### config.mk
export PLATFORM = sky130hd
export DESIGN_NAME = regfile_writer
export DESIGN_NICKNAME = d
export VERILOG_FILES = /design/src/rtl/regfile_writer.sv
export SDC_FILE = /design/constraint.sdc
export NUM_CORES = 2
export LEC_CHECK = 0
export BUFFER_PORTS_ARGS = -buffer_cell sky130_fd_sc_hd__buf_2
export CAP_MARGIN = 20
export CORE_AREA = 2 2 419 421
export DETAILED_ROUTE_END_ITERATION = 8
export DIE_AREA = 0 0 421 423
export SYNTH_ARGS = -nofsm -noshare
export SYNTH_HDL_FRONTEND = slang
export SYNTH_SLANG_ARGS = --single-unit
### constraint.sdc
create_clock -name clk -period 1.82 [get_ports clk]
set_input_delay 0.273 -clock clk [delete_from_list [all_inputs] [get_ports clk]]
set_output_delay 0.273 -clock clk [all_outputs]
set_load 0.02 [all_outputs]
### src/rtl/regfile_writer.sv
// ---------------------------------------------------------------------------
// regfile_writer
//
// Purpose:
//   A 32-entry register file with a single write port and a "clear" sweep.
//   Accepted writes go through a one-entry pending stage and commit on the
//   following edge.  A clear request starts a 32-cycle sweep that zeroes
//   one register per cycle, from index 0 to index 31.  New writes are not
//   accepted while the sweep runs.
//
// Configuration macro:
//   REGFILE_WRITER_ZERO_REG_EN - when defined, register 0 reads as a
//   constant zero.  Writes to address 0 still complete the handshake, but
//   their data is discarded.
//
// Parameters:
//   WIDTH     - bit width of each register and of wr_data
//
// Ports:
//   clk       - sole clock, rising edge
//   reset     - synchronous, active-high reset
//   wr_valid  - write request present
//   wr_ready  - write can be accepted this cycle (combinational)
//   wr_addr   - target register index 0..31
//   wr_data   - value to write
//   clear     - single-cycle request to start a zeroing sweep
//   busy      - sweep in progress
//   q0..q31   - current register contents
// ---------------------------------------------------------------------------
module regfile_writer #(
  parameter int WIDTH = 32
) (
  input  logic             clk,
  input  logic             reset,
  input  logic             wr_valid,
  output logic             wr_ready,
  input  logic [4:0]       wr_addr,
  input  logic [WIDTH-1:0] wr_data,
  input  logic             clear,
  output logic             busy,
  output logic [WIDTH-1:0] q0,
  output logic [WIDTH-1:0] q1,
  output logic [WIDTH-1:0] q2,
  output logic [WIDTH-1:0] q3,
  output logic [WIDTH-1:0] q4,
  output logic [WIDTH-1:0] q5,
  output logic [WIDTH-1:0] q6,
  output logic [WIDTH-1:0] q7,
  output logic [WIDTH-1:0] q8,
  output logic [WIDTH-1:0] q9,
  output logic [WIDTH-1:0] q10,
  output logic [WIDTH-1:0] q11,
  output logic [WIDTH-1:0] q12,
  output logic [WIDTH-1:0] q13,
  output logic [WIDTH-1:0] q14,
  output logic [WIDTH-1:0] q15,
  output logic [WIDTH-1:0] q16,
  output logic [WIDTH-1:0] q17,
  output logic [WIDTH-1:0] q18,
  output logic [WIDTH-1:0] q19,
  output logic [WIDTH-1:0] q20,
  output logic [WIDTH-1:0] q21,
  output logic [WIDTH-1:0] q22,
  output logic [WIDTH-1:0] q23,
  output logic [WIDTH-1:0] q24,
  output logic [WIDTH-1:0] q25,
  output logic [WIDTH-1:0] q26,
  output logic [WIDTH-1:0] q27,
  output logic [WIDTH-1:0] q28,
  output logic [WIDTH-1:0] q29,
  output logic [WIDTH-1:0] q30,
  output logic [WIDTH-1:0] q31
);

  typedef enum logic {
    IDLE  = 1'b0,
    CLEAR = 1'b1
  } state_t;

  state_t           state_q, state_d;
  logic [4:0]       idx_q, idx_d;
  logic             pend_valid_q, pend_valid_d;
  logic [4:0]       pend_addr_q, pend_addr_d;
  logic [WIDTH-1:0] pend_data_q, pend_data_d;
  logic [WIDTH-1:0] regs_q [32];
  logic [WIDTH-1:0] regs_d [32];

  logic             wr_accept;

  // A write is refused on the cycle clear is requested, so that the sweep
  // never races a newly accepted write.
  assign wr_ready  = (state_q == IDLE) && !clear;
  assign busy      = (state_q == CLEAR);
  assign wr_accept = wr_valid && wr_ready;

  always_comb begin
    state_d      = state_q;
    idx_d        = idx_q;
    pend_valid_d = wr_accept;
    pend_addr_d  = pend_addr_q;
    pend_data_d  = pend_data_q;
    regs_d       = regs_q;

    if (wr_accept) begin
      pend_addr_d = wr_addr;
      pend_data_d = wr_data;
    end

    // The pending write commits regardless of state.  This covers the edge
    // that enters CLEAR; the sweep zeroes that register later.
    if (pend_valid_q) begin
      regs_d[pend_addr_q] = pend_data_q;
    end

    case (state_q)
      IDLE: begin
        if (clear) begin
          state_d = CLEAR;
          idx_d   = 5'd0;
        end
      end
      CLEAR: begin
        // The sweep is applied after the commit so that it always wins.
        // A write cannot be pending here, though, because none is accepted
        // on the entry cycle.
        regs_d[idx_q] = '0;
        idx_d         = idx_q + 5'd1;
        if (idx_q == 5'd31) begin
          state_d = IDLE;
        end
      end
    endcase

`ifdef REGFILE_WRITER_ZERO_REG_EN
    regs_d[0] = '0;
`endif
  end

  always_ff @(posedge clk) begin
    if (reset) begin
      state_q      <= IDLE;
      idx_q        <= 5'd0;
      pend_valid_q <= 1'b0;
      pend_addr_q  <= 5'd0;
      pend_data_q  <= '0;
      for (int i = 0; i < 32; i++) begin
        regs_q[i] <= '0;
      end
    end else begin
      state_q      <= state_d;
      idx_q        <= idx_d;
      pend_valid_q <= pend_valid_d;
      pend_addr_q  <= pend_addr_d;
      pend_data_q  <= pend_data_d;
      for (int i = 0; i < 32; i++) begin
        regs_q[i] <= regs_d[i];
      end
    end
  end

`ifdef REGFILE_WRITER_ZERO_REG_EN
  assign q0 = '0;
`else
  assign q0 = regs_q[0];
`endif
  assign q1  = regs_q[1];
  assign q2  = regs_q[2];
  assign q3  = regs_q[3];
  assign q4  = regs_q[4];
  assign q5  = regs_q[5];
  assign q6  = regs_q[6];
  assign q7  = regs_q[7];
  assign q8  = regs_q[8];
  assign q9  = regs_q[9];
  assign q10 = regs_q[10];
  assign q11 = regs_q[11];
  assign q12 = regs_q[12];
  assign q13 = regs_q[13];
  assign q14 = regs_q[14];
  assign q15 = regs_q[15];
  assign q16 = regs_q[16];
  assign q17 = regs_q[17];
  assign q18 = regs_q[18];
  assign q19 = regs_q[19];
  assign q20 = regs_q[20];
  assign q21 = regs_q[21];
  assign q22 = regs_q[22];
  assign q23 = regs_q[23];
  assign q24 = regs_q[24];
  assign q25 = regs_q[25];
  assign q26 = regs_q[26];
  assign q27 = regs_q[27];
  assign q28 = regs_q[28];
  assign q29 = regs_q[29];
  assign q30 = regs_q[30];
  assign q31 = regs_q[31];

endmodule

==> flow_summary.yaml <==
clock_network:
  cts_buffers: 114
  clk-insertion-delay-late_ps: 780
  htree_num_levels: 3
  clk_pin_slew_ps: 60
  cts_buffer_depth: 3
  clock-sinks: 1068
  cts_tree: "built"
  cts_root_buf: "clkbuf_16"
detailed_routing:
  drt.antenna.violating_nets: 0
  firstDrtPassIters: 6
  drt_iter0_markers: 5213
  drc: 0
  dr_total_vias: 44500
  avgRoutedWirePerCell_um: 26.0
  vias_per_cell: 5.40
  wl_um: 214000
yosys:
  yosysWarningCount: 0
  synth_nets: 5057
  synth_edf_count: 0
  syn_area_sq_um: 41000
  synth_ff_type: "dfxtp_1"
  synth_area_leaders: "dfxtp_1, nand3_1, a21oi_1"
  synth.distinct_cells: 34
  synthArstFlopShare_pct: 0
  synthCells: 5011
  avgSynthCellArea_sq_um: 8.17
  synth-seq-cells: 1068
  yosysTopAreaCell: "dfxtp_1"
  synth_seq_area_share_pct: 52.2
  synth_top_area_share_pct: 52.2
die:
  rows: 153
  ioPinCount: 1067
  start_util_pct: 23.6
  core_sq_um: 173000
  fp.dieH_um: 423
  dieArea_sq_um: 178000
  die_w_um: 421
place:
  port_buffers: 1066
  post_dp_cell_area_sq_um: 50600
  dp_hpwl_um: 135000
  dp_slack_ps: -6.96
  gp_congestion: 0.829
setup_path:
  cp_num_buf_inv: 2
  cp-start-kind: "flop"
  crit_chain: "or4b_4 -> buf_12 -> buf_4 -> o21ai_0 -> a21oi_1"
  rrSetupSlack_ps: 80
  worst_ep_required_time_ps: 2460
  critPathSlowestCell: "or4b_4"
  crit_type: "flop to flop"
  crit_family: "simple AND/OR/NAND/NOR gates"
  arrival_ps: 2380
  cp_max_fo: 18
  critPathCaptureType: "flop"
  slowest_delay_ps: 550
timing:
  min_period_ps: 1740
  timing.hold.ws_ps: 149
  slew_viol_final: 0
  finClkSkew_ps: 43.0
  finalSetupViolCount: 0
  rsz0062_at_grt: "true"
  worstMarginPinSlew_ps: 643
  finalHoldViolCount: 0
  period_share_pct: 95.6
  worst_slack_ps: 80.4
  max_slew_margin_pct: 57.1
  max_freq_mhz: 575
grt:
  grt_pass1_wl_um: 296000
  antenna_found_initial: 10
  grt_overflow_total: 0
  grt_pass1_vias: 40200
  grt_max_degree: 83
  grt_use_total_pct: 22.5
finish:
  final_area_sq_um: 55200
  seqCellArea_sq_um: 21500
  layout-area-overhead-vs-synth_pct: 34.8
  multiInputGateArea_sq_um: 17000
  final_cell_mix: "buf_2, dfxtp_1, a21oi_1"
  fillers: 18200
  drive_gt1_share_pct: 27.6
  final_common_cell: "buf_2"
  fin_nets: 5873
power:
  powerDensity_nw_per_um2: 923
  vdd_drop_max_mv: 0.794
  p_total_mw: 50.9
  static-leakage-power_nw: 21.1
min_path:
  hold_class: "input port to flop"
flow_run:
  drv_cap: 0
status:
  status: "completed"
[per-layer routing]
layer / global-route usage, % / share of wire [%]
met3: 4.60 / 8.5
met4: 14.4 / 7.4
met2: 37.1 / 47
met1: 26.7 / 37
met5: 0 / 0.0033
[timing repair]
action	4_1_cts	5_1_grt
endpoints found under the setup margin	130	396
hold buffers	42	0
pin swaps	2	5
setup buffers	4	7
endpoints found under the hold margin	44	0
gates resized for setup	12	18
cloned	0	2
[final timing paths]
| kind | startpoint | end | depth (start not counted) |
|---|---|---|---|
| worst max register to register | pend_addr_q[2] | q17[1] | 5 |
| worst min-delay path | wr_valid | pend_valid_q | 4 |
| worst max-delay path | pend_addr_q[2] | q17[1] | 5 |
| worst min register to register | q0[17] | q0[17] | 2 |
[logic make-up after synthesis]
| logic type | after synthesis | share of synthesized area, % |
|---|---|---|
| AO/OA/AOI/OAI | 2086 | 25.5 |
| adder cells (fa/ha/maj) | 5 | 0.153 |
| flip-flops | 1068 | 52.2 |
| multiplexers | 39 | 0.953 |
| AND/OR/NAND/NOR | 1111 | 13.7 |
| buffers and inverters | 702 | 7.43 |
[layout make-up]
type	instances	area share [%]
Clock inverter	32	0.623
Tap cell	2325	5.27
Antenna cell	4	0.0181
Sequential cell	1068	38.9
Timing Repair Buffer	1397	18.0
Inverter	5	0.0340
Clock buffer	178	6.42
Multi-Input combinational cell	3241	30.8
[worst min-delay path, stage by stage]
cell	delay, ps
buf_2	90
nor3b_2	160
buf_12	200
nor2b_1	160
[power breakdown]
group          switching (mW)  leakage [nW]  internal, mW  total (mW)
Sequential             0.0646          8.62          23.4        23.5
Combinational            2.40          10.5         0.784        3.19
Clock                    10.5          1.91          13.8        24.3
[per-stage QoR]
stage / utilization [%] / setup TNS, ps / instances
after floorplan: - / 0 / 5011
after global placement: 29.2 / 0 / 7982
after detailed placement: 29.2 / -6.96 / 7982
after CTS: 31.8 / -54.4 / 8238
after global routing: 31.9 / -13.6 / 8246
final: 31.9 / 0 / 8250
[synthesized netlist by cell type, drive strengths merged, types with 4 or more instances]
| master | instances |
|---|---|
| mux2i | 39 |
| a21oi | 1028 |
| ha | 5 |
| nand3b | 5 |
| nand3 | 1030 |
| nand2b | 4 |
| nor2 | 43 |
| inv | 5 |
| dfxtp | 1068 |
| nor2b | 4 |
| o21ai | 1057 |
| clkbuf | 471 |
| buf | 226 |
No activity file was read; power rests on OpenSTA's default activity.
